File: src/rtl/adc9826_cfg_seq.sv
// Table-driven AD9826 configuration sequencer: walks register entries in plparam RAM,
// issues one cfg write per entry, then starts the serial engine and waits for done.
module adc9826_cfg_seq #(
    parameter int         POWERUP_CYCLES = 65534,
    parameter int         MAX_ENTRIES    = 8,
    parameter logic [7:0] BASE_ADDR      = 8'h40,
    parameter int         TIMEOUT_CYCLES = 4096
) (
    input  logic        clk,
    input  logic        rst_n,
    input  logic        autostart_en_in,
    input  logic        start_in,
    output logic        ram_rd_o,
    output logic [7:0]  ram_addr_o,
    input  logic [31:0] ram_din,
    output logic        cfg_wr_o,
    output logic [2:0]  cfg_addr_o,
    output logic [8:0]  cfg_data_o,
    output logic        cfg_start_o,
    input  logic        cfg_done_in,
    output logic        busy_o,
    output logic        done_o,
    output logic [1:0]  err_o,
    output logic [3:0]  entry_cnt_o
);
    localparam int PU_W = $clog2(POWERUP_CYCLES + 1);
    localparam int TO_W = $clog2(TIMEOUT_CYCLES + 1);

    typedef enum logic [2:0] {
        IDLE, RD_REQ, RD_WAIT, DECODE, WRITE, START, WAIT_DONE, DONE
    } state_t;

    state_t          r_state, w_next;
    logic [PU_W-1:0] r_pu_cnt;
    logic [TO_W-1:0] r_to_cnt;
    logic            r_start_d, r_done_d;
    logic [3:0]      r_idx, r_entry_cnt;
    logic            r_end;
    logic [2:0]      r_eaddr, r_cfg_addr;
    logic [8:0]      r_edata, r_cfg_data;
    logic [1:0]      r_err;
    logic            w_trig, w_done_edge, w_timeout, w_last, w_unused;

    assign w_trig      = (start_in && !r_start_d) ||
                         (autostart_en_in && r_pu_cnt == PU_W'(POWERUP_CYCLES - 1));
    assign w_done_edge = cfg_done_in && !r_done_d;
    assign w_timeout   = r_to_cnt == TO_W'(TIMEOUT_CYCLES - 1);
    assign w_last      = r_idx == 4'(MAX_ENTRIES - 1);
    assign w_unused    = ^{ram_din[30:19], ram_din[15:9]};

    assign cfg_addr_o  = r_cfg_addr;
    assign cfg_data_o  = r_cfg_data;
    assign err_o       = r_err;
    assign entry_cnt_o = r_entry_cnt;

    always_ff @(posedge clk) begin
        if (!rst_n) r_state <= IDLE;
        else        r_state <= w_next;
    end

    always_comb begin
        w_next      = r_state;
        ram_rd_o    = 1'b0;
        ram_addr_o  = '0;
        cfg_wr_o    = 1'b0;
        cfg_start_o = 1'b0;
        busy_o      = 1'b1;
        done_o      = 1'b0;
        case (r_state)
            IDLE: begin
                busy_o = 1'b0;
                if (w_trig) w_next = RD_REQ;
            end
            RD_REQ: begin
                ram_rd_o   = 1'b1;
                ram_addr_o = BASE_ADDR + {2'b00, r_idx, 2'b00};
                w_next     = RD_WAIT;
            end
            RD_WAIT: w_next = DECODE;
            // An end marker in slot 0 means an empty table: skip the engine entirely.
            DECODE: begin
                if (r_end) w_next = (r_idx == '0) ? DONE : START;
                else       w_next = WRITE;
            end
            WRITE: begin
                cfg_wr_o = 1'b1;
                w_next   = w_last ? START : RD_REQ;
            end
            START: begin
                cfg_start_o = 1'b1;
                w_next      = WAIT_DONE;
            end
            WAIT_DONE: if (w_done_edge || w_timeout) w_next = DONE;
            DONE: begin
                busy_o = 1'b0;
                done_o = 1'b1;
                w_next = IDLE;
            end
            default: w_next = IDLE;
        endcase
    end

    always_ff @(posedge clk) begin
        if (!rst_n) begin
            r_pu_cnt    <= '0;
            r_to_cnt    <= '0;
            r_start_d   <= 1'b0;
            r_done_d    <= 1'b0;
            r_idx       <= '0;
            r_entry_cnt <= '0;
            r_end       <= 1'b0;
            r_eaddr     <= '0;
            r_edata     <= '0;
            r_cfg_addr  <= '0;
            r_cfg_data  <= '0;
            r_err       <= '0;
        end else begin
            r_start_d <= start_in;
            r_done_d  <= cfg_done_in;
            if (r_pu_cnt != PU_W'(POWERUP_CYCLES)) r_pu_cnt <= r_pu_cnt + 1'b1;
            // Zero during START, so expiry lands TIMEOUT_CYCLES after the start pulse.
            r_to_cnt <= (r_state == START || r_state == WAIT_DONE) ? r_to_cnt + 1'b1 : '0;
            case (r_state)
                IDLE: if (w_trig) begin
                    r_idx       <= '0;
                    r_entry_cnt <= '0;
                    r_err       <= '0;
                end
                RD_WAIT: begin
                    r_end   <= ram_din[31];
                    r_eaddr <= ram_din[18:16];
                    r_edata <= ram_din[8:0];
                end
                DECODE: if (!r_end) begin
                    r_cfg_addr <= r_eaddr;
                    r_cfg_data <= r_edata;
                end
                WRITE: begin
                    r_idx       <= r_idx + 1'b1;
                    r_entry_cnt <= r_entry_cnt + 1'b1;
                    if (w_last) r_err[1] <= 1'b1;
                end
                WAIT_DONE: if (w_timeout && !w_done_edge) r_err[0] <= 1'b1;
                default: ;
            endcase
        end
    end
endmodule

File: config.mk
export PLATFORM = sky130hd
export DESIGN_NAME = adc9826_cfg_seq
export DESIGN_NICKNAME = d
export VERILOG_FILES = /design/src/rtl/adc9826_cfg_seq.sv
export SDC_FILE = /design/constraint.sdc
export NUM_CORES = 1
export LEC_CHECK = 0
export ABC_AREA = 1
export CELL_PAD_IN_SITES_DETAIL_PLACEMENT = 0
export CELL_PAD_IN_SITES_GLOBAL_PLACEMENT = 1
export CORE_MARGIN = 10
export CORE_UTILIZATION = 40
export DETAILED_ROUTE_END_ITERATION = 12
export DONT_BUFFER_PORTS = 1
export GPL_TIMING_DRIVEN = 0
export PLACE_DENSITY = 0.77
export SYNTH_ARGS = -nofsm -noshare
export SYNTH_HDL_FRONTEND = slang
export SYNTH_SLANG_ARGS = --single-unit
File: constraint.sdc
create_clock -name clk -period 1.4 [get_ports clk]
set_input_delay 0.21 -clock clk [delete_from_list [all_inputs] [get_ports clk]]
set_output_delay 0.21 -clock clk [all_outputs]
set_load 0.05 [all_outputs]
==> results <==
- The total buffers and inverters traversed by the critical path is 2.
- After filler insertion, the fill cell instance count of the layout stands at 660.
- The number of cells traversed by the worst hold path is 2.
- The detailed-routing wirelength on met1 is approximately 3.6 mm.
- The number of different library cells in the post-synthesis netlist is 32.
- The clock root buffer is sky130_fd_sc_hd__clkbuf_8.
- Summed over all instances, the cell type with the most area after synthesis is sky130_fd_sc_hd__dfxtp_1.
- In this design, the stage delay of the slowest critical-path cell is 0.53 ns.
- Of the available clock period, the critical path in the final layout requires 139.9%.
- The kind of end point of the critical path is an output pin.
- The synthesized netlist cell count is ~410.
- The worst hold-check path type is in -> reg.
- The multi-input combinational cells in the finished layout cover a total of between 0.0015 and 0.002 sq mm.
- The detailed placement HPWL is 5.175 mm.
- The floorplan has 31 rows.
- Among the stages of the critical path, the cell type that occurs most often is sky130_fd_sc_hd__inv_4.
- STA puts the critical path data required time at 1.19 ns.
- The total power is between 4000 and 5000 uW.
- The max-slew violation count was 0.
- The final number of setup-violating endpoints is 29.
- The clock drives 69 sinks.
- Detailed routing placed a total of 425 microns of wire on met3.
- Along the worst path, the maximum fanout reaches 5.
- The net count of the finished layout is 502.
- The cell with the most instances after synthesis is sky130_fd_sc_hd__dfxtp_1.
- At the placement stage, the worst setup path has a slack of -0.3513 ns.
- The worst slew slack as a fraction of its limit is 54.41%.
- The clock reaches the later pin of the worst-skew pair after 0.35 ns.
- The worst path in the final design needs a cycle of 1.959 ns, including I/O delays and setup.
- For this design the top-level I/O count stands at 68.
- The average wire per standard cell is 14.19 microns.
- The fraction of layout instances using a drive strength above 1 is 35.85%.
- The reg2reg setup slack is -0.08 ns.
- Ranked by total cell area, the synthesized netlist is headed by sky130_fd_sc_hd__dfxtp_1 45%, sky130_fd_sc_hd__inv_1 7.4%, sky130_fd_sc_hd__a21oi_1 7.3%.
- Sorting the synthesized cells by how often they occur yields 69 x sky130_fd_sc_hd__dfxtp_1, 61 x sky130_fd_sc_hd__inv_1, 54 x sky130_fd_sc_hd__nand2_1.
- The total overflow left after global routing is 0.
- The growth of design area from synthesis to finish is 37.33%.
- The overall routing resource usage is 12.98%.
- Setup repair after global routing could not meet its margin everywhere.
- The async set-reset flop share out of synthesis is 0%.
- The effective utilization at floorplan is a little over two fifths.
- The full die area is 0.01163 sq mm.
- The maximum number of buffers from clock root to sink is 2.
- The number of buffers inserted during clock tree synthesis is 9.
- The wire length of the first global-routing pass is 12.22 mm.
- For this run, design rule violations remaining after detail routing come to 0.
- Counting buffers and inverters, the worst setup path is 4 cells deep.
- At the end of routability-driven placement, the weighted congestion stood at 0.8055.
- The starting DRC count in detailed routing is 95.
- Among all stages on the critical path, the largest delay is contributed by sky130_fd_sc_hd__nor3_4.
- The final critical-path setup slack is -0.5586 ns.
- The count of endpoints failing hold in the final timing report is 0.
- Across the run, the number of max-cap violations was 0.
- Between clock sinks in the finished design, the worst skew comes to 0.01393 ns.
- The die is 107.8 microns wide.
- The topmost layer with routed signal wires is met4.
- The critical path is of the reg -> out type.
- The highest clock frequency the design can meet is 0.5106 GHz.
- The critical path goes through inv_4 > nor3_4 > inv_4 > nor2_4.
- The number of detailed-route iterations in the first pass is 4.
- The initial antenna violation count is 0.
- The final reports fail on setup timing.
- The routed layout has 2,763 vias.
- The flow ran to the end, but the final reports show violations.
- The total of flip-flops plus latches after synthesis is slightly below 70.
- The depth of the CTS H-tree is 3.
- The largest net degree at the start of global routing is 14.
- For this design the static power due to leakage is 0.001661 uW.
- The via count of the first global-routing pass is 2,559.
- Summed over its instances, the top area cell type makes up 44.75% of the synthesized netlist area.
- The clock edge transition at the registers on the reported setup and hold paths is ~0.070 ns.
- The sequential cells in the finished layout cover a total of 0.001426 sq mm.
- The average instance in the mapped netlist occupies 7.456 sq um.
- For this run, the register share of the synthesized area comes to 44.75%.
- Measured along the y axis, the die boundary spans 107.8 microns.
- TritonCTS built the clock tree.
- In the synthesized netlist the dominant register cell turns out to be sky130_fd_sc_hd__dfxtp_1.
- The cell area that synthesis handed to floorplanning was 0.003087 sq mm.
- The detailed-route wire length is 7.972 mm.
- The largest voltage drop on the vdd net is 907.7 uV.
- The antenna diode instance count is 0.
- Counting flops with a built-in enable in the synthesized netlist gives 0.
- The Yosys step of the flow raised 0 warnings.
- At the worst endpoint, the arrival time is 1.75 ns.
- For the final routed database, the setup TNS stands at -3.931 ns.
- The floorplan step defined a core boundary enclosing around 0.0074 sq mm.
- At the pin with the least slew margin, the transition time is 0.6817 ns.
- Dividing the detail-routed via count by the number of cells gives 4.916.
- The detail route stage leaves a number of antenna-violating nets equal to 0.
- The depth of the worst register-to-register path is 8.
- The cell family contributing the most delay on the critical path is simple AND/OR/NAND/NOR gates.
- The final hold slack is 0.02336 ns.
- The number of port buffers is 0.
- STA classifies the critical path startpoint as a register.
- For this design the ratio of total power to cell area is 1097 mW/mm^2.
- The sum of met2 wire segment lengths after detailed routing is around 3.9 mm.
## path summary, 6_finish.rpt
kind,startpoint,end
min,rst_n,r_state[0]$_SDFFE_PN0P_
max reg2reg,r_pu_cnt[7]$_SDFFE_PN0P_,r_pu_cnt[0]$_SDFFE_PN0P_
min reg2reg,r_edata[4]$_SDFFE_PN0P_,r_edata[4]$_SDFFE_PN0P_
max,r_state[0]$_SDFFE_PN0P_,ram_addr_o[5]
## power by group
group          internal, uW  switching, uW
Combinational           210            406
Clock                  1060            794
Sequential             2040            133
## cell families (layout without fill, tap and decap cells)
family / Yosys count / in the layout / share of synthesized area, %
compound gates: 90 / 90 / 15.24
xor+xnor: 9 / 9 / 2.554
fa+ha+maj: 7 / 7 / 2.837
buf+inv: 80 / 127 / 10.90
other cells: 1 / 3 / 0.1215
simple gates: 158 / 158 / 23.59
flops: 69 / 69 / 44.75
## per-layer routing
layer / vias to the layer above / GRT usage, %
met5: - / 0
met4: 0 / 4.198
met3: 9 / 4.790
met2: 48 / 21.21
met1: 1284 / 15.37
li1: 1422 / -
## through the flow
step,instances,util (%),instance area [sq um]
finish,562,57.52,4239
global route,562,57.52,4239
CTS,545,52.21,3847
detailed placement,515,44.52,3281
global placement,515,44.52,3281
floorplan,416,-,3157
## cell usage in the layout, fill, tap and decap left out, types with 9 or more instances in the layout
cell / n
sky130_fd_sc_hd__clkbuf_8: 10
sky130_fd_sc_hd__nand3_1: 14
sky130_fd_sc_hd__dfxtp_4: 9
sky130_fd_sc_hd__dfxtp_1: 51
sky130_fd_sc_hd__buf_4: 29
sky130_fd_sc_hd__dfxtp_2: 9
sky130_fd_sc_hd__a21oi_2: 10
sky130_fd_sc_hd__nand3_2: 11
sky130_fd_sc_hd__a21oi_1: 36
sky130_fd_sc_hd__o21ai_0: 31
sky130_fd_sc_hd__nand2_1: 44
sky130_fd_sc_hd__nor2_4: 16
sky130_fd_sc_hd__nor2_1: 24
sky130_fd_sc_hd__inv_1: 52
## worst reg2reg max path, cell delays in order, from the launching register on
cell,delay (ns)
sky130_fd_sc_hd__dfxtp_4,0.37
sky130_fd_sc_hd__nand2_4,0.07
sky130_fd_sc_hd__nor2_4,0.17
sky130_fd_sc_hd__inv_2,0.07
sky130_fd_sc_hd__nor3_4,0.22
sky130_fd_sc_hd__nand3_4,0.16
sky130_fd_sc_hd__buf_8,0.18
sky130_fd_sc_hd__o21ai_2,0.12
sky130_fd_sc_hd__nor2_1,0.05
## flip-flops by register name, indices dropped and copies added, names as in the netlist, 3 cells and up
| name | flops |
|---|---|
| r_state | 3 |
| cfg_addr_o | 3 |
| r_pu_cnt | 16 |
| r_idx | 4 |
| r_to_cnt | 13 |
| cfg_data_o | 9 |
| r_eaddr | 3 |
| r_edata | 9 |
| entry_cnt_o | 4 |
## area by class of cell
type	instances	area share [%]
clock inverters	6	2.214
plain buffers	15	2.597
multi-input cells	267	42.06
inverters	64	6.434
well taps	99	2.922
clock buffers	10	3.247
flip-flops and latches	69	33.65
repair buffers	32	6.877
## what timing repair did
action	in CTS	in global routing
hold buffers	3	0
pin swaps	14	24
setup buffers	11	17
gates resized for setup	67	78
endpoints found under the setup margin	40	61
hold endpoints to repair	3	0
cloned	1	1
Note: power is estimated with default switching activity, not from simulation.
